## config.mk

```make
export PLATFORM = sky130hd
export DESIGN_NAME = ecc_133_err_monitor
export DESIGN_NICKNAME = d
export VERILOG_FILES = /design/src/rtl/ecc_mon_pkg.sv /design/src/rtl/ecc_sat_cnt.sv /design/src/rtl/ecc_133_err_monitor.sv
export SDC_FILE = /design/constraint.sdc
export NUM_CORES = 1
export LEC_CHECK = 0
export CORE_MARGIN = 4
export CORE_UTILIZATION = 50
export DETAILED_ROUTE_END_ITERATION = 12
export GPL_ROUTABILITY_DRIVEN = 0
export GPL_TIMING_DRIVEN = 0
export PLACE_DENSITY = 0.83
export SYNTH_ARGS = -nofsm -noshare
export SYNTH_HDL_FRONTEND = slang
export SYNTH_SLANG_ARGS = --single-unit
```

## constraint.sdc

```tcl
create_clock -name clk -period 4.7 [get_ports clk]
set_input_delay 0.94 -clock clk [delete_from_list [all_inputs] [get_ports clk]]
set_output_delay 0.94 -clock clk [all_outputs]
set_load 0.02 [all_outputs]
```

## src/rtl/ecc_mon_pkg.sv

```systemverilog
// Shared encodings for the ECC error monitor: error types, FSM states and
// the priority encoder that turns checker flags into an error type.
package ecc_mon_pkg;

  localparam int unsigned ERR_TYPE_WIDTH = 2;

  localparam logic [ERR_TYPE_WIDTH-1:0] ERR_NONE  = 2'b00;
  localparam logic [ERR_TYPE_WIDTH-1:0] ERR_SBIT  = 2'b01;
  localparam logic [ERR_TYPE_WIDTH-1:0] ERR_DBIT  = 2'b10;
  localparam logic [ERR_TYPE_WIDTH-1:0] ERR_FAULT = 2'b11;

  typedef enum logic [1:0] {
    ST_IDLE = 2'b00,  // nothing captured
    ST_LOG  = 2'b01,  // first error held, interrupt not raised
    ST_IRQ  = 2'b10   // interrupt raised
  } mon_state_e;

  // Priority fault > dbit > sbit.
  function automatic logic [ERR_TYPE_WIDTH-1:0] err_type_f(input logic sbit,
                                                           input logic dbit,
                                                           input logic fault);
    if (fault)     return ERR_FAULT;
    else if (dbit) return ERR_DBIT;
    else if (sbit) return ERR_SBIT;
    else           return ERR_NONE;
  endfunction

endpackage

```

## src/rtl/ecc_sat_cnt.sv

```systemverilog
// Saturating event counter with synchronous clear; clear coincident with an
// increment leaves the counter at 1.
// Ports: clk, rst_n (async active-low), inc, clr -> cnt (registered),
//        cnt_nxt_c (combinational next value, for threshold lookahead).
module ecc_sat_cnt #(
  parameter int unsigned CNT_WIDTH = 16
) (
  input  logic                 clk,
  input  logic                 rst_n,
  input  logic                 inc,
  input  logic                 clr,
  output logic [CNT_WIDTH-1:0] cnt,
  output logic [CNT_WIDTH-1:0] cnt_nxt_c
);

  localparam logic [CNT_WIDTH-1:0] CNT_MAX = '1;

  // Next-value: clear wins but still counts a same-cycle increment.
  always_comb begin
    cnt_nxt_c = cnt;
    if (clr) begin
      cnt_nxt_c = CNT_WIDTH'(inc);
    end else if (inc && (cnt != CNT_MAX)) begin
      cnt_nxt_c = cnt + CNT_WIDTH'(1);
    end
  end

  always_ff @(posedge clk or negedge rst_n) begin
    if (!rst_n) cnt <= '0;
    else        cnt <= cnt_nxt_c;
  end

endmodule

```

## src/rtl/ecc_133_err_monitor.sv

```systemverilog
// ECC error monitor: counts single/double-bit errors and checker faults,
// captures the first error, raises a level interrupt and (optionally) issues
// scrub requests for correctable errors.
// Ports: clk, rst_n; rd_vld/rd_addr/sbit_err/dbit_err/ecc_fault from the ECC
//        checker; irq_thresh, irq_clr, cnt_clr control; sbit_cnt/dbit_cnt/
//        fault_cnt counters; first_err_addr/first_err_type capture; err_irq;
//        scrub_req/scrub_addr/scrub_ack handshake and scrub_drop_cnt.
// Build option: define ECC_ERR_SCRUB_EN to enable the scrub request logic;
//               otherwise the scrub outputs are tied to 0 and scrub_ack ignored.
module ecc_133_err_monitor
  import ecc_mon_pkg::*;
#(
  parameter int unsigned ADDR_WIDTH = 8,
  parameter int unsigned CNT_WIDTH  = 16
) (
  input  logic                  clk,
  input  logic                  rst_n,
  input  logic                  rd_vld,
  input  logic [ADDR_WIDTH-1:0] rd_addr,
  input  logic                  sbit_err,
  input  logic                  dbit_err,
  input  logic                  ecc_fault,
  input  logic [CNT_WIDTH-1:0]  irq_thresh,
  input  logic                  irq_clr,
  input  logic                  cnt_clr,
  output logic [CNT_WIDTH-1:0]  sbit_cnt,
  output logic [CNT_WIDTH-1:0]  dbit_cnt,
  output logic [CNT_WIDTH-1:0]  fault_cnt,
  output logic [ADDR_WIDTH-1:0] first_err_addr,
  output logic [1:0]            first_err_type,
  output logic                  err_irq,
  output logic                  scrub_req,
  output logic [ADDR_WIDTH-1:0] scrub_addr,
  input  logic                  scrub_ack,
  output logic [CNT_WIDTH-1:0]  scrub_drop_cnt
);

  // Qualified events: flags only count alongside rd_vld.
  logic sbit_ev, dbit_ev, fault_ev, any_ev, thresh_hit;
  logic [CNT_WIDTH-1:0] sbit_nxt;
  logic [CNT_WIDTH-1:0] unused_dbit_nxt, unused_fault_nxt;
  logic [1:0] ev_type;

  assign sbit_ev  = rd_vld & sbit_err;
  assign dbit_ev  = rd_vld & dbit_err;
  assign fault_ev = rd_vld & ecc_fault;
  assign any_ev   = sbit_ev | dbit_ev | fault_ev;
  assign ev_type  = err_type_f(sbit_ev, dbit_ev, fault_ev);

  ecc_sat_cnt #(.CNT_WIDTH(CNT_WIDTH)) u_sbit_cnt (
    .clk(clk), .rst_n(rst_n), .inc(sbit_ev), .clr(cnt_clr),
    .cnt(sbit_cnt), .cnt_nxt_c(sbit_nxt)
  );
  ecc_sat_cnt #(.CNT_WIDTH(CNT_WIDTH)) u_dbit_cnt (
    .clk(clk), .rst_n(rst_n), .inc(dbit_ev), .clr(cnt_clr),
    .cnt(dbit_cnt), .cnt_nxt_c(unused_dbit_nxt)
  );
  ecc_sat_cnt #(.CNT_WIDTH(CNT_WIDTH)) u_fault_cnt (
    .clk(clk), .rst_n(rst_n), .inc(fault_ev), .clr(cnt_clr),
    .cnt(fault_cnt), .cnt_nxt_c(unused_fault_nxt)
  );

  // Threshold is checked against the counter's next value so the interrupt
  // follows in the same cycle as the counter update.
  assign thresh_hit = (irq_thresh != '0) && (sbit_nxt >= irq_thresh);

  mon_state_e state_q, state_d, base_state;
  logic [ADDR_WIDTH-1:0] addr_d;
  logic [1:0]            type_d;

  // Next-state and capture; irq_clr first rewinds to an empty IDLE so a
  // coincident event is captured as a fresh first error.
  always_comb begin
    base_state = irq_clr ? ST_IDLE : state_q;
    state_d    = base_state;
    addr_d     = irq_clr ? '0 : first_err_addr;
    type_d     = irq_clr ? ERR_NONE : first_err_type;
    case (base_state)
      ST_IDLE: begin
        if (any_ev) begin
          addr_d  = rd_addr;
          type_d  = ev_type;
          state_d = (dbit_ev || fault_ev || thresh_hit) ? ST_IRQ : ST_LOG;
        end
      end
      ST_LOG: begin
        if (dbit_ev || fault_ev || thresh_hit) state_d = ST_IRQ;
      end
      ST_IRQ:  state_d = ST_IRQ;
      default: state_d = ST_IDLE;
    endcase
  end

  always_ff @(posedge clk or negedge rst_n) begin
    if (!rst_n) begin
      state_q        <= ST_IDLE;
      first_err_addr <= '0;
      first_err_type <= ERR_NONE;
      err_irq        <= 1'b0;
    end else begin
      state_q        <= state_d;
      first_err_addr <= addr_d;
      first_err_type <= type_d;
      err_irq        <= (state_d == ST_IRQ);
    end
  end

`ifdef ECC_ERR_SCRUB_EN
  // Scrub only correctable words; an ack frees the slot for a same-cycle request.
  logic sbit_only, scrub_free, scrub_drop;
  logic [CNT_WIDTH-1:0] unused_drop_nxt;

  assign sbit_only  = sbit_ev & ~dbit_ev & ~fault_ev;
  assign scrub_free = ~scrub_req | scrub_ack;
  assign scrub_drop = sbit_only & scrub_req & ~scrub_ack;

  always_ff @(posedge clk or negedge rst_n) begin
    if (!rst_n) begin
      scrub_req  <= 1'b0;
      scrub_addr <= '0;
    end else if (sbit_only && scrub_free) begin
      scrub_req  <= 1'b1;
      scrub_addr <= rd_addr;
    end else if (scrub_ack) begin
      scrub_req  <= 1'b0;
    end
  end

  ecc_sat_cnt #(.CNT_WIDTH(CNT_WIDTH)) u_drop_cnt (
    .clk(clk), .rst_n(rst_n), .inc(scrub_drop), .clr(cnt_clr),
    .cnt(scrub_drop_cnt), .cnt_nxt_c(unused_drop_nxt)
  );
`else
  logic unused_scrub_ack;
  assign unused_scrub_ack = scrub_ack;
  assign scrub_req        = 1'b0;
  assign scrub_addr       = '0;
  assign scrub_drop_cnt   = '0;
`endif

endmodule

```

==> flow_summary.html, run 1 <==
<table>
<tr><th>Metric</th><th>Value</th></tr>
<tr><th colspan="2">Clock network</th></tr>
<tr><td>Clock latency on the worst-skew pair</td><td>0.35 ns</td></tr>
<tr><td>Clock tree from TritonCTS</td><td>built</td></tr>
<tr><td>CTS resizes</td><td>0</td></tr>
<tr><td>Clock sinks</td><td>61</td></tr>
<tr><td>Root buffer cell</td><td>sky130_fd_sc_hd__clkbuf_8</td></tr>
<tr><td>CTS H-Tree Depth</td><td>3</td></tr>
<tr><td>Cts bufs inserted</td><td>9</td></tr>
<tr><td>Clk slew on worst S/H paths</td><td>around 0.070 ns</td></tr>
<tr><td>Number of buffers on the longest clock path</td><td>2</td></tr>
<tr><td>Setup bufs post-CTS</td><td>0</td></tr>
<tr><td>Cts-stage hold buffer count</td><td>0</td></tr>
<tr><th colspan="2">Pwr</th></tr>
<tr><td>Comb pwr share</td><td>15.4%</td></tr>
<tr><td>Power per Cell Area</td><td>about 260 nW/um^2</td></tr>
<tr><td>Total power</td><td>1286 uW</td></tr>
<tr><td>Worst voltage drop across the vdd grid</td><td>around 160 uV</td></tr>
<tr><td>Switching fraction of total power</td><td>between 20% and 30%</td></tr>
<tr><td>Part of the total power dissipated in sequential elements</td><td>43.4%</td></tr>
<tr><td>Internal Power</td><td>942.4 uW</td></tr>
<tr><td>Net Switching</td><td>343.4 uW</td></tr>
<tr><td>Clock network fraction of design power</td><td>41.3%</td></tr>
<tr><td>Static leakage power</td><td>0.002274 uW</td></tr>
<tr><th colspan="2">Logic synthesis</th></tr>
<tr><td>Number of distinct library cell variants in the gate-level netlist after synthesis</td><td>50</td></tr>
<tr><td>Synth warn</td><td>0</td></tr>
<tr><td>Seq cells post-synth</td><td>61</td></tr>
<tr><td>Ys flop type</td><td>sky130_fd_sc_hd__dfrtp_1</td></tr>
<tr><td>Post-Synthesis Mean Instance Area</td><td>9.261 um^2</td></tr>
<tr><td>Instance count of the mapped netlist</td><td>393</td></tr>
<tr><td>Number of enable-type register cells in the synthesized netlist</td><td>0</td></tr>
<tr><td>Combined area of all synthesized cells</td><td>around 3600 um^2</td></tr>
<tr><td>Fraction of the yosys area taken by sequential cells</td><td>41.94%</td></tr>
<tr><td>Share of synthesized registers carrying an async set or reset</td><td>100.0%</td></tr>
<tr><th colspan="2">Global routing</th></tr>
<tr><td>Total routing usage reported by global routing</td><td>21.10%</td></tr>
<tr><td>Antenna violations before repair</td><td>0</td></tr>
<tr><td>Number of global-route vias before repair</td><td>3249</td></tr>
<tr><td>Total gr overflow</td><td>0</td></tr>
<tr><td>Pin count of the biggest net entering global routing</td><td>35</td></tr>
<tr><td>Wire length of the first global-routing pass</td><td>14680 um</td></tr>
<tr><th colspan="2">Floorplan</th></tr>
<tr><td>CORE AREA</td><td>6944 um^2</td></tr>
<tr><td>Vert. Die Dim</td><td>93.32 um</td></tr>
<tr><td>Chip width</td><td>93.32 um</td></tr>
<tr><td>Die area</td><td>8709 um^2</td></tr>
<tr><td>I/O pin count</td><td>between 100 and 150</td></tr>
<tr><td>Starting density of the core</td><td>a little over half</td></tr>
<tr><td>Total number of placement rows</td><td>30</td></tr>
<tr><th colspan="2">STA</th></tr>
<tr><td>Shortest period the worst path allows</td><td>4.020 ns</td></tr>
<tr><td>Actual transition at the worst max-transition pin</td><td>roughly 0.65 ns</td></tr>
<tr><td>Final hold violation count</td><td>0</td></tr>
<tr><td>Final worst-path cycle share</td><td>85.52%</td></tr>
<tr><td>Final setup violating endpoints</td><td>0</td></tr>
<tr><td>Total count of max-transition violations in the final report</td><td>0</td></tr>
<tr><td>Timing-limited maximum frequency</td><td>248.8 MHz</td></tr>
<tr><td>WHS</td><td>about 0.54 ns</td></tr>
<tr><td>Clk_skew</td><td>0.009957 ns</td></tr>
<tr><td>Post-route setup TNS</td><td>0 ns</td></tr>
<tr><td>Worst slew slack as a fraction of its limit</td><td>between 50% and 60%</td></tr>
<tr><td>RSZ-0062 raised after global routing</td><td>no</td></tr>
<tr><th colspan="2">Place</th></tr>
<tr><td>Placed wire-length estimate after detailed placement</td><td>6865 um</td></tr>
<tr><td>IO buf count</td><td>88</td></tr>
<tr><td>Placed inst area</td><td>4746 um^2</td></tr>
<tr><th colspan="2">Route</th></tr>
<tr><td>Number of vias per cell</td><td>5.257</td></tr>
<tr><td>Total wire length</td><td>approximately 9000 um</td></tr>
<tr><td>Post-route DRC violation count</td><td>0</td></tr>
<tr><td>Routed vias</td><td>between 3000 and 4000</td></tr>
<tr><td>Average routed wire per standard cell</td><td>14.44 um</td></tr>
<tr><td>Violation count after the first detailed-route iteration</td><td>99</td></tr>
<tr><td>Pre-Repair DR Iteration Count</td><td>4</td></tr>
<tr><td>Post-route antenna net violation count</td><td>0</td></tr>
<tr><th colspan="2">Setup path</th></tr>
<tr><td>Required time at the endpoint of the critical path</td><td>4.94 ns</td></tr>
<tr><td>Path type of the worst setup path</td><td>primary input to register</td></tr>
<tr><td>Worst endpoint data arrival time</td><td>4.26 ns</td></tr>
<tr><td>Critical Path Source Type</td><td>primary input</td></tr>
<tr><td>Register-to-register setup slack</td><td>1.12 ns</td></tr>
<tr><td>Endpoint class of the critical path</td><td>register</td></tr>
<tr><td>Maximum fanout encountered on the critical timing path</td><td>8</td></tr>
<tr><th colspan="2">Cells and area</th></tr>
<tr><td>Most frequent cells in the layout</td><td>87 x sky130_fd_sc_hd__clkdlybuf4s50_1, 61 x sky130_fd_sc_hd__dfrtp_1, 42 x sky130_fd_sc_hd__nor2_1, 40 x sky130_fd_sc_hd__nand2_1, 31 x sky130_fd_sc_hd__xor2_1</td></tr>
<tr><td>Number of antenna repair diodes</td><td>0</td></tr>
<tr><td>Post-Layout Inst Area</td><td>4970 um^2</td></tr>
<tr><td>Utilization of the core after routing</td><td>71.57%</td></tr>
<tr><td>Layout cell share with drive strength beyond 1</td><td>10.73%</td></tr>
<tr><td>Layout Nets</td><td>roughly 570</td></tr>
<tr><td>Commonest non-fill, non-tap cell in the layout</td><td>sky130_fd_sc_hd__clkdlybuf4s50_1</td></tr>
<tr><td>Syn-to-layout area delta</td><td>36.54%</td></tr>
<tr><th colspan="2">Flow run</th></tr>
<tr><td>Maximum Capacitance Violations</td><td>0</td></tr>
<tr><th colspan="2">Min path</th></tr>
<tr><td>Worst hold path class</td><td>register to register</td></tr>
<tr><th colspan="2">Outcome</th></tr>
<tr><td>Status</td><td>completed</td></tr>
</table>
-- synth_stat cells, drive strengths merged (2+ instances only) --
master	number	share of area, %
a311oi	2	0.65
nand3	23	3.3
clkbuf	9	0.93
and3	7	1.2
xor2	31	7.5
a31oi	4	0.86
a41oi	3	1.4
nand4	15	2.6
and4	10	2.5
o21a	2	0.41
nor3	5	0.83
xnor2	6	1.4
mux2i	2	0.55
a211oi	3	0.62
buf	28	5.7
o211a	3	0.83
and2	4	0.69
o21ai	16	2.2
dfrtp	61	42
o211ai	2	0.41
nor2	42	4.3
inv	19	2.0
nor2b	3	0.52
a21oi	15	2.1
nor4	5	0.86
ha	19	6.5
nand2	40	4.1
or3	3	0.52
-- path summary, 6_finish.rpt --
path | start | to | depth (start not counted)
min in group asynchronous | rst_n | u_fault_cnt.cnt[11] | 1
worst max register to register | u_sbit_cnt.cnt[3] | state_q[1] | 14
max in group asynchronous | rst_n | u_sbit_cnt.cnt[8] | 2
worst max-delay path | sbit_err | state_q[1] | 15
worst min-delay path | first_err_addr[5] | first_err_addr[5] | 2
worst min register to register | first_err_addr[5] | first_err_addr[5] | 2
-- worst max-delay path, cell delays in order --
cell                              delay [ns]
sky130_fd_sc_hd__clkdlybuf4s50_1        0.47
sky130_fd_sc_hd__and2_1                 0.13
sky130_fd_sc_hd__clkbuf_1               0.28
sky130_fd_sc_hd__nand4_1                0.16
sky130_fd_sc_hd__a31oi_2                0.41
sky130_fd_sc_hd__nand4_1                0.17
sky130_fd_sc_hd__xor2_1                 0.15
sky130_fd_sc_hd__nor2_1                 0.08
sky130_fd_sc_hd__ha_1                   0.32
sky130_fd_sc_hd__nand4_1                0.13
sky130_fd_sc_hd__nor4_1                 0.34
sky130_fd_sc_hd__o31ai_1                0.14
sky130_fd_sc_hd__o211ai_1               0.16
sky130_fd_sc_hd__a221oi_1               0.15
sky130_fd_sc_hd__a211oi_1               0.22
-- area by class of cell --
cell class | instances | area (um^2)
fillers | 535 | 1974
inverters | 19 | 71.32
flip-flops and latches | 61 | 1526
repair buffers | 89 | 895.9
clock inverters | 6 | 86.33
well taps | 96 | 120.1
multi-input cells | 300 | 1889
plain buffers | 37 | 242.7
clock buffers | 10 | 137.6
-- per-stage QoR --
| stage | instances | worst slack, ns |
|---|---|---|
| floorplan | 417 | 1.299 |
| global placement | 601 | 0.3866 |
| detailed placement | 602 | 0.3700 |
| CTS | 618 | 0.7096 |
| global route | 618 | 0.4380 |
| finish | 618 | 0.6804 |
-- registers in the layout, indices dropped and copies added (netlist names) --
register and flops:
err_irq 1, u_fault_cnt.cnt 16, state_q 2, u_dbit_cnt.cnt 16
first_err_addr 8, u_sbit_cnt.cnt 16, first_err_type 2
-- cell families (layout without fill, tap and decap cells) --
family,Yosys count,count (layout),share of synthesized area (%)
other,1,25,0.1030
buffers and inverters,56,161,8.628
DFF,61,61,41.94
muxes,2,2,0.5500
and+or+nand+nor,161,161,22.45
AOI/OAI and AO/OA,56,56,10.90
adders and majority gates,19,19,6.532
xor gates and xnor gates,37,37,8.903
-- per-layer routing --
metal / vias to the layer above / global-route usage (%) / wire (um)
met3: 18 / 6.838 / 641
met2: 106 / 36.33 / 4439
met5: - / 0 / 0
li1: 1582 / - / -
met4: 0 / 6.716 / 165
met1: 1543 / 24.82 / 3678
-- power groups by stage --
stage	clock (uW)	combinational, uW	sequential (uW)
after global routing	562	216	560
after CTS	537	198	557
after global placement	0	191	567
after detailed placement	0	197	567
after floorplan	0	87.7	585
final	531	198	558
No activity file was read; power rests on OpenSTA's default activity.
==> run 2, diff against run 1 <==
--- a/config.mk
+++ b/config.mk
@@ -5,7 +5,8 @@
 export SDC_FILE = /design/constraint.sdc
 export NUM_CORES = 1
 export LEC_CHECK = 0
-export CORE_MARGIN = 4
+export ABC_CLOCK_PERIOD_IN_PS = 4700
+export CORE_ASPECT_RATIO = 0.75
 export CORE_UTILIZATION = 50
 export DETAILED_ROUTE_END_ITERATION = 12
 export GPL_ROUTABILITY_DRIVEN = 0
==> run 2 against run 1 <==
Die area is 12% lower. First-iteration DRC count grew 36%. Sequential power barely moved. Combinational power about the same. Global-route usage up 4.9 points. Critical path depth stayed put. Total power down 7.0%. Cell count is the same. Largest cell class unchanged. Clock skew fell by 0.0044 ns.
==> flow_summary.html, run 2 (synthesis results as in run 1) <==
<table>
<tr><th>Metric</th><th>Value</th></tr>
<tr><th colspan="2">Outcome</th></tr>
<tr><td>Status</td><td>completed</td></tr>
<tr><th colspan="2">Clock network</th></tr>
<tr><td>Number of buffers on the longest clock path</td><td>2</td></tr>
<tr><td>Cts bufs inserted</td><td>9</td></tr>
<tr><td>CTS H-Tree Depth</td><td>3</td></tr>
<tr><td>Clock tree from TritonCTS</td><td>built</td></tr>
<tr><td>CTS resizes</td><td>0</td></tr>
<tr><td>Clock sinks</td><td>61</td></tr>
<tr><td>Setup bufs post-CTS</td><td>0</td></tr>
<tr><td>Clk slew on worst S/H paths</td><td>0.06 ns</td></tr>
<tr><td>Root buffer cell</td><td>sky130_fd_sc_hd__clkbuf_8</td></tr>
<tr><td>Clock latency on the worst-skew pair</td><td>0.32 ns</td></tr>
<tr><td>Cts-stage hold buffer count</td><td>0</td></tr>
<tr><th colspan="2">Place</th></tr>
<tr><td>IO buf count</td><td>88</td></tr>
<tr><td>Placed insts</td><td>just over 600</td></tr>
<tr><td>Worst slack at placement</td><td>0.3470 ns</td></tr>
<tr><td>Placed wire-length estimate after detailed placement</td><td>roughly 7000 um</td></tr>
<tr><th colspan="2">Route</th></tr>
<tr><td>Routed vias</td><td>3289</td></tr>
<tr><td>Total wire length</td><td>9187 um</td></tr>
<tr><td>Post-route DRC violation count</td><td>0</td></tr>
<tr><td>Post-route antenna net violation count</td><td>0</td></tr>
<tr><td>Pre-Repair DR Iteration Count</td><td>4</td></tr>
<tr><td>Average routed wire per standard cell</td><td>14.87 um</td></tr>
<tr><td>Violation count after the first detailed-route iteration</td><td>135</td></tr>
<tr><td>Number of vias per cell</td><td>5.322</td></tr>
<tr><th colspan="2">STA</th></tr>
<tr><td>Final setup violating endpoints</td><td>0</td></tr>
<tr><td>Actual transition at the worst max-transition pin</td><td>0.6496 ns</td></tr>
<tr><td>Post-route setup TNS</td><td>0 ns</td></tr>
<tr><td>RSZ-0062 raised after global routing</td><td>no</td></tr>
<tr><td>Total count of max-transition violations in the final report</td><td>0</td></tr>
<tr><td>Final hold violation count</td><td>0</td></tr>
<tr><td>Worst slew slack as a fraction of its limit</td><td>56.69%</td></tr>
<tr><td>Final worst-path cycle share</td><td>88.44%</td></tr>
<tr><td>Clk_skew</td><td>0.005581 ns</td></tr>
<tr><td>Slack of the critical path</td><td>0.5431 ns</td></tr>
<tr><td>Timing-limited maximum frequency</td><td>240.6 MHz</td></tr>
<tr><td>Shortest period the worst path allows</td><td>4.157 ns</td></tr>
<tr><th colspan="2">Pwr</th></tr>
<tr><td>Worst voltage drop across the vdd grid</td><td>170.8 uV</td></tr>
<tr><td>Static leakage power</td><td>about 0.0023 uW</td></tr>
<tr><td>Power per Cell Area</td><td>242.6 nW/um^2</td></tr>
<tr><th colspan="2">Setup path</th></tr>
<tr><td>Critical Path Source Type</td><td>primary input</td></tr>
<tr><td>Endpoint class of the critical path</td><td>register</td></tr>
<tr><td>Path type of the worst setup path</td><td>primary input to register</td></tr>
<tr><td>Required time at the endpoint of the critical path</td><td>roughly 5 ns</td></tr>
<tr><td>Maximum fanout encountered on the critical timing path</td><td>8</td></tr>
<tr><td>Worst endpoint data arrival time</td><td>about 4.4 ns</td></tr>
<tr><th colspan="2">Global routing</th></tr>
<tr><td>Number of global-route vias before repair</td><td>3170</td></tr>
<tr><td>GR Util met2</td><td>between 40 and 50%</td></tr>
<tr><td>Wire length of the first global-routing pass</td><td>14990 um</td></tr>
<tr><td>Met3 Resource Use GR</td><td>6.697%</td></tr>
<tr><td>Most crowded layer after global routing</td><td>met2</td></tr>
<tr><td>Antenna violations before repair</td><td>0</td></tr>
<tr><td>Pin count of the biggest net entering global routing</td><td>35</td></tr>
<tr><td>Met1 layer usage reported by global route</td><td>33.67%</td></tr>
<tr><td>Total routing usage reported by global routing</td><td>25.95%</td></tr>
<tr><td>Total gr overflow</td><td>0</td></tr>
<tr><th colspan="2">Min path</th></tr>
<tr><td>Worst hold path class</td><td>register to register</td></tr>
<tr><th colspan="2">Floorplan</th></tr>
<tr><td>Chip width</td><td>100.5 um</td></tr>
<tr><td>Die area</td><td>7628 um^2</td></tr>
<tr><td>Vert. Die Dim</td><td>75.89 um</td></tr>
<tr><td>Total number of placement rows</td><td>26</td></tr>
<tr><td>Starting density of the core</td><td>52.53%</td></tr>
<tr><td>I/O pin count</td><td>117</td></tr>
<tr><td>CORE AREA</td><td>6929 um^2</td></tr>
<tr><th colspan="2">Cells and area</th></tr>
<tr><td>Final Non-Filler Cells</td><td>618</td></tr>
<tr><td>Syn-to-layout area delta</td><td>35.41%</td></tr>
<tr><td>Commonest non-fill, non-tap cell in the layout</td><td>sky130_fd_sc_hd__clkdlybuf4s50_1</td></tr>
<tr><td>Filler cells</td><td>550</td></tr>
<tr><td>Most frequent cells in the layout</td><td>87 x sky130_fd_sc_hd__clkdlybuf4s50_1, 61 x sky130_fd_sc_hd__dfrtp_1, 42 x sky130_fd_sc_hd__nor2_1, 40 x sky130_fd_sc_hd__nand2_1, 31 x sky130_fd_sc_hd__xor2_1</td></tr>
<tr><td>Registers with the most flip-flops</td><td>u_dbit_cnt.cnt: 16 flops, u_fault_cnt.cnt: 16 flops, u_sbit_cnt.cnt: 16 flops</td></tr>
<tr><td>Utilization of the core after routing</td><td>roughly 70%</td></tr>
<tr><td>Layout Nets</td><td>between 500 and 600</td></tr>
<tr><td>Layout cell share with drive strength beyond 1</td><td>roughly a tenth</td></tr>
<tr><td>Number of antenna repair diodes</td><td>0</td></tr>
<tr><th colspan="2">Flow run</th></tr>
<tr><td>Maximum Capacitance Violations</td><td>0</td></tr>
</table>
-- run 2: changes by cell type in the layout (fill, tap and decap cells not counted) --
| cell | before | now |
|---|---|---|
| sky130_fd_sc_hd__clkbuf_1 | 9 | 11 |
| sky130_fd_sc_hd__bufinv_16 | 2 | 1 |
| sky130_fd_sc_hd__clkinvlp_4 | 1 | 0 |
| sky130_fd_sc_hd__clkinv_4 | 1 | 0 |
| sky130_fd_sc_hd__clkinv_2 | 2 | 1 |
-- run 2: power by group --
part / leakage [uW] / total [uW] / switching, uW / internal, uW
Clock: 0.0000923 / 436 / 183 / 253
Sequential: 0.000831 / 561 / 18.1 / 543
Combinational: 0.00133 / 198 / 110 / 88.6
-- run 2: layer usage --
| metal | up-vias | wire length, um |
|---|---|---|
| met5 | - | 0 |
| met4 | 0 | 153 |
| met3 | 15 | 588 |
| met2 | 129 | 4273 |
| met1 | 1561 | 4172 |
| li1 | 1584 | - |
-- run 2: critical path: stages --
cell and delay (ns):
sky130_fd_sc_hd__clkdlybuf4s50_1 0.51, sky130_fd_sc_hd__and2_1 0.13, sky130_fd_sc_hd__clkbuf_1 0.29, sky130_fd_sc_hd__nand4_1 0.16, sky130_fd_sc_hd__a31oi_2 0.45, sky130_fd_sc_hd__nand3_1 0.15, sky130_fd_sc_hd__xor2_1 0.15, sky130_fd_sc_hd__nor2_1 0.09
sky130_fd_sc_hd__ha_1 0.34, sky130_fd_sc_hd__nand4_1 0.15, sky130_fd_sc_hd__nor4_1 0.34, sky130_fd_sc_hd__o31ai_1 0.12, sky130_fd_sc_hd__o211ai_1 0.15, sky130_fd_sc_hd__a221oi_1 0.15, sky130_fd_sc_hd__a211oi_1 0.24
-- run 2: worst paths after layout --
check                                       start  slack [ns]  cells after the start                 end
worst max-delay path                     sbit_err        0.54                     15          state_q[1]
worst min-delay path            first_err_addr[6]        0.52                      2   first_err_addr[6]
worst max register to register  u_sbit_cnt.cnt[3]        1.02                     14          state_q[1]
worst min register to register  first_err_addr[6]        0.52                      2   first_err_addr[6]
max in group asynchronous                   rst_n        3.45                      2   u_sbit_cnt.cnt[8]
min in group asynchronous                   rst_n        0.64                      1  u_sbit_cnt.cnt[13]
-- run 2: per-stage QoR --
step           instance area, um^2  power [uW]  hold WS [ns]
4_1_cts                       4928        1202        0.5235
5_1_grt                       4928        1253        0.5625
3_5_place_dp                  4748       765.3        0.5149
2_1_floorplan                 3730       672.5        0.4861
6_report                      4928        1196        0.5176
3_3_place_gp                  4733       758.1        0.5057
-- run 2: final cells by class --
| cell class | instances | area (um^2) | share of cell area (%) |
|---|---|---|---|
| flip-flops and latches | 61 | 1526 | 30.97 |
| multi-input cells | 300 | 1889 | 38.33 |
| repair buffers | 89 | 895.9 | 18.18 |
| well taps | 98 | 122.6 | 2.488 |
| inverters | 19 | 71.32 | 1.447 |
| plain buffers | 37 | 242.7 | 4.925 |
| clock inverters | 2 | 35.03 | 0.7108 |
| clock buffers | 12 | 145.1 | 2.945 |
==> run 3, diff against run 2 <==
--- a/config.mk
+++ b/config.mk
@@ -5,13 +5,14 @@
 export SDC_FILE = /design/constraint.sdc
 export NUM_CORES = 1
 export LEC_CHECK = 0
+export ABC_AREA = 1
 export ABC_CLOCK_PERIOD_IN_PS = 4700
 export CORE_ASPECT_RATIO = 0.75
-export CORE_UTILIZATION = 50
+export CORE_UTILIZATION = 53
 export DETAILED_ROUTE_END_ITERATION = 12
 export GPL_ROUTABILITY_DRIVEN = 0
 export GPL_TIMING_DRIVEN = 0
-export PLACE_DENSITY = 0.83
+export PLACE_DENSITY = 0.84
 export SYNTH_ARGS = -nofsm -noshare
 export SYNTH_HDL_FRONTEND = slang
 export SYNTH_SLANG_ARGS = --single-unit
==> run 3 against run 2 <==
Via count increased by 27%. Utilization up 2.3 points. Global-route usage is 1.6 points higher. Critical endpoint is now err_irq.
==> flow_summary.html, run 3 <==
<table>
<tr><th>Metric</th><th>Value</th></tr>
<tr><th colspan="2">Route</th></tr>
<tr><td>Number of vias per cell</td><td>5.175</td></tr>
<tr><td>Violation count after the first detailed-route iteration</td><td>257</td></tr>
<tr><td>Post-route antenna net violation count</td><td>0</td></tr>
<tr><td>Post-route DRC violation count</td><td>0</td></tr>
<tr><td>Pre-Repair DR Iteration Count</td><td>5</td></tr>
<tr><td>Average routed wire per standard cell</td><td>~13 um</td></tr>
<tr><td>Routed vias</td><td>4176</td></tr>
<tr><td>Total wire length</td><td>10730 um</td></tr>
<tr><th colspan="2">Floorplan</th></tr>
<tr><td>Chip width</td><td>104.4 um</td></tr>
<tr><td>Starting density of the core</td><td>a little under three fifths</td></tr>
<tr><td>I/O pin count</td><td>117</td></tr>
<tr><td>Total number of placement rows</td><td>27</td></tr>
<tr><td>Die area</td><td>8233 um^2</td></tr>
<tr><td>CORE AREA</td><td>7466 um^2</td></tr>
<tr><td>Vert. Die Dim</td><td>78.83 um</td></tr>
<tr><th colspan="2">STA</th></tr>
<tr><td>Clk_skew</td><td>0.004012 ns</td></tr>
<tr><td>Actual transition at the worst max-transition pin</td><td>0.7121 ns</td></tr>
<tr><td>Post-route setup TNS</td><td>0 ns</td></tr>
<tr><td>Shortest period the worst path allows</td><td>between 3 and 4 ns</td></tr>
<tr><td>Worst slew slack as a fraction of its limit</td><td>52.16%</td></tr>
<tr><td>Final worst-path cycle share</td><td>71.41%</td></tr>
<tr><td>Total count of max-transition violations in the final report</td><td>0</td></tr>
<tr><td>Final hold violation count</td><td>0</td></tr>
<tr><td>Slack of the critical path</td><td>1.344 ns</td></tr>
<tr><td>Timing-limited maximum frequency</td><td>298.0 MHz</td></tr>
<tr><td>RSZ-0062 raised after global routing</td><td>no</td></tr>
<tr><td>Final setup violating endpoints</td><td>0</td></tr>
<tr><th colspan="2">Setup path</th></tr>
<tr><td>Critical Path Start</td><td>cnt_clr</td></tr>
<tr><td>Critical Path Source Type</td><td>primary input</td></tr>
<tr><td>Worst endpoint data arrival time</td><td>3.58 ns</td></tr>
<tr><td>Register-to-register setup slack</td><td>1.47 ns</td></tr>
<tr><td>Reg2Reg Launch Point</td><td>u_sbit_cnt.cnt[0]</td></tr>
<tr><td>Reg2reg path depth</td><td>21</td></tr>
<tr><td>Endpoint class of the critical path</td><td>register</td></tr>
<tr><td>Reg-to-Reg End</td><td>err_irq</td></tr>
<tr><td>Maximum fanout encountered on the critical timing path</td><td>10</td></tr>
<tr><td>Path type of the worst setup path</td><td>primary input to register</td></tr>
<tr><td>Required time at the endpoint of the critical path</td><td>4.92 ns</td></tr>
<tr><th colspan="2">Min path</th></tr>
<tr><td>Hold Path Sink</td><td>first_err_type[0]</td></tr>
<tr><td>Depth of the worst hold-timing path</td><td>2</td></tr>
<tr><td>Source of the worst hold timing path</td><td>first_err_type[0]</td></tr>
<tr><td>Worst hold path class</td><td>register to register</td></tr>
<tr><th colspan="2">Clock network</th></tr>
<tr><td>Clock latency on the worst-skew pair</td><td>0.34 ns</td></tr>
<tr><td>Number of buffers on the longest clock path</td><td>2</td></tr>
<tr><td>CTS H-Tree Depth</td><td>3</td></tr>
<tr><td>Root buffer cell</td><td>sky130_fd_sc_hd__clkbuf_8</td></tr>
<tr><td>Cts bufs inserted</td><td>9</td></tr>
<tr><td>Clock tree from TritonCTS</td><td>built</td></tr>
<tr><td>CTS resizes</td><td>0</td></tr>
<tr><td>Setup bufs post-CTS</td><td>0</td></tr>
<tr><td>Cts-stage hold buffer count</td><td>0</td></tr>
<tr><td>Clock sinks</td><td>61</td></tr>
<tr><td>Clk slew on worst S/H paths</td><td>0.07 ns</td></tr>
<tr><th colspan="2">Cells and area</th></tr>
<tr><td>Post-Layout Inst Area</td><td>5482 um^2</td></tr>
<tr><td>Number of antenna repair diodes</td><td>0</td></tr>
<tr><td>Syn-to-layout area delta</td><td>31.40%</td></tr>
<tr><td>Layout cell share with drive strength beyond 1</td><td>8.782%</td></tr>
<tr><td>Registers with the most flip-flops</td><td>u_dbit_cnt.cnt: 16 flops, u_fault_cnt.cnt: 16 flops, u_sbit_cnt.cnt: 16 flops</td></tr>
<tr><td>Utilization of the core after routing</td><td>73.42%</td></tr>
<tr><td>Layout Nets</td><td>754</td></tr>
<tr><td>Most frequent cells in the layout</td><td>164 x sky130_fd_sc_hd__nand2_1, 89 x sky130_fd_sc_hd__clkdlybuf4s50_1, 68 x sky130_fd_sc_hd__inv_1, 61 x sky130_fd_sc_hd__dfrtp_1, 51 x sky130_fd_sc_hd__nor2_1</td></tr>
<tr><td>Filler cells</td><td>just over 600</td></tr>
<tr><td>Commonest non-fill, non-tap cell in the layout</td><td>sky130_fd_sc_hd__nand2_1</td></tr>
<tr><th colspan="2">Logic synthesis</th></tr>
<tr><td>Fraction of the yosys area taken by sequential cells</td><td>36.59%</td></tr>
<tr><td>Number of distinct library cell variants in the gate-level netlist after synthesis</td><td>31</td></tr>
<tr><td>Yosys top cell by area</td><td>sky130_fd_sc_hd__dfrtp_1</td></tr>
<tr><td>Ys flop type</td><td>sky130_fd_sc_hd__dfrtp_1</td></tr>
<tr><td>Number of enable-type register cells in the synthesized netlist</td><td>0</td></tr>
<tr><td>Synth warn</td><td>0</td></tr>
<tr><td>Share of synthesized registers carrying an async set or reset</td><td>100.0%</td></tr>
<tr><td>Top cell type's share of synthesized area</td><td>36.59%</td></tr>
<tr><td>Top cells by area, synth</td><td>sky130_fd_sc_hd__dfrtp_1 37%, sky130_fd_sc_hd__nand2_1 15%, sky130_fd_sc_hd__inv_1 6.1%</td></tr>
<tr><td>Post-Synthesis Mean Instance Area</td><td>7.242 um^2</td></tr>
<tr><td>Count leader, synth</td><td>sky130_fd_sc_hd__nand2_1</td></tr>
<tr><td>Seq cells post-synth</td><td>61</td></tr>
<tr><td>Instance count of the mapped netlist</td><td>between 500 and 600</td></tr>
<tr><td>Most frequent cells after synthesis</td><td>164 x sky130_fd_sc_hd__nand2_1, 68 x sky130_fd_sc_hd__inv_1, 61 x sky130_fd_sc_hd__dfrtp_1</td></tr>
<tr><td>Combined area of all synthesized cells</td><td>4172 um^2</td></tr>
<tr><th colspan="2">Global routing</th></tr>
<tr><td>Total routing usage reported by global routing</td><td>about 28%</td></tr>
<tr><td>Pin count of the biggest net entering global routing</td><td>32</td></tr>
<tr><td>Total gr overflow</td><td>0</td></tr>
<tr><td>Antenna violations before repair</td><td>0</td></tr>
<tr><td>Wire length of the first global-routing pass</td><td>17950 um</td></tr>
<tr><td>Number of global-route vias before repair</td><td>3816</td></tr>
<tr><th colspan="2">Pwr</th></tr>
<tr><td>Net Switching</td><td>345.0 uW</td></tr>
<tr><td>Clock network fraction of design power</td><td>34.6%</td></tr>
<tr><td>Power per Cell Area</td><td>222.9 nW/um^2</td></tr>
<tr><td>Worst voltage drop across the vdd grid</td><td>179.3 uV</td></tr>
<tr><td>Switching fraction of total power</td><td>28.23%</td></tr>
<tr><td>Static leakage power</td><td>0.002557 uW</td></tr>
<tr><td>Part of the total power dissipated in sequential elements</td><td>46.2%</td></tr>
<tr><td>Total power</td><td>1222 uW</td></tr>
<tr><td>Internal Power</td><td>876.9 uW</td></tr>
<tr><td>Comb pwr share</td><td>19.2%</td></tr>
<tr><th colspan="2">Place</th></tr>
<tr><td>Placed inst area</td><td>5304 um^2</td></tr>
<tr><td>Placed wire-length estimate after detailed placement</td><td>8420 um</td></tr>
<tr><td>IO buf count</td><td>90</td></tr>
<tr><td>Worst slack at placement</td><td>approximately 1.0 ns</td></tr>
<tr><th colspan="2">Outcome</th></tr>
<tr><td>Status</td><td>completed</td></tr>
<tr><th colspan="2">Flow run</th></tr>
<tr><td>Maximum Capacitance Violations</td><td>0</td></tr>
</table>
==> run 3: cell count changes after synthesis, sizes merged, moves of 7 or more <==
cell,previous run,this run
nor2,42,52
nand3,23,38
o21ai,16,29
and4,10,0
a21oi,15,26
xor2,31,19
inv,19,71
nor3,5,23
and3,7,0
nand2,40,167
==> run 3: stage by stage <==
step,hold WS [ns],cells
floorplan,0.4958,600
global placement,0.4844,791
detailed placement,0.4937,792
CTS,0.5144,807
global route,0.5402,807
finish,0.5143,807
==> run 3: power groups by stage <==
stage	Sequential [uW]	Combinational, uW	Clock [uW]
2_1_floorplan	594	107	0
3_5_place_dp	572	234	0
5_1_grt	566	257	461
3_3_place_gp	572	226	0
4_1_cts	563	235	432
6_report	564	235	423
==> run 3: area by class of cell <==
cell class / count / area [um^2] / area share, %
Clock inverter: 1 / 5.005 / 0.09130
Clock buffer: 14 / 172.7 / 3.150
Buffer: 34 / 245.2 / 4.474
Timing Repair Buffer: 91 / 915.9 / 16.71
Multi-Input combinational cell: 433 / 2220 / 40.49
Sequential cell: 61 / 1526 / 27.85
Tap cell: 101 / 126.4 / 2.305
Inverter: 72 / 270.3 / 4.930
==> run 3: logic make-up after synthesis <==
family | Yosys count | share of synthesized area [%]
AOI/OAI and AO/OA | 61 | 8.488
xor gates and xnor gates | 28 | 5.879
adders and majority gates | 19 | 5.699
buffers and inverters | 106 | 12.36
DFF | 61 | 36.59
other | 1 | 0.08990
and+or+nand+nor | 300 | 30.89
==> run 3: worst max path at each step <==
stage | cells after the start | end
finish | 17 | err_irq
detailed placement | 21 | state_q[1]
CTS | 21 | err_irq
global placement | 1 | first_err_addr[1]
global route | 17 | err_irq
floorplan | 22 | err_irq
==> run 3: metal layers <==
metal,up-vias,routed length [um],part of all wire (%),GRT usage [%]
li1,2054,-,-,-
met1,1935,4898,46,36.66
met2,175,4927,46,44.44
met3,12,788,7.3,6.650
met4,0,119,1.1,9.143
met5,-,0,0,0
==> run 3: worst max-delay path, cell delays in order <==
cell and delay, ns:
sky130_fd_sc_hd__clkdlybuf4s50_1 0.48, sky130_fd_sc_hd__clkbuf_1 0.43, sky130_fd_sc_hd__clkbuf_1 0.47, sky130_fd_sc_hd__a21oi_1 0.17
sky130_fd_sc_hd__ha_1 0.33, sky130_fd_sc_hd__nand2_1 0.08, sky130_fd_sc_hd__inv_1 0.05, sky130_fd_sc_hd__nand2_1 0.06
sky130_fd_sc_hd__nand2_1 0.05, sky130_fd_sc_hd__nand2_1 0.06, sky130_fd_sc_hd__nand2_1 0.05, sky130_fd_sc_hd__nand2_1 0.05
sky130_fd_sc_hd__nand2_1 0.04, sky130_fd_sc_hd__nand2_1 0.09, sky130_fd_sc_hd__nand2_1 0.08, sky130_fd_sc_hd__nand2_1 0.10
sky130_fd_sc_hd__nand2_1 0.06
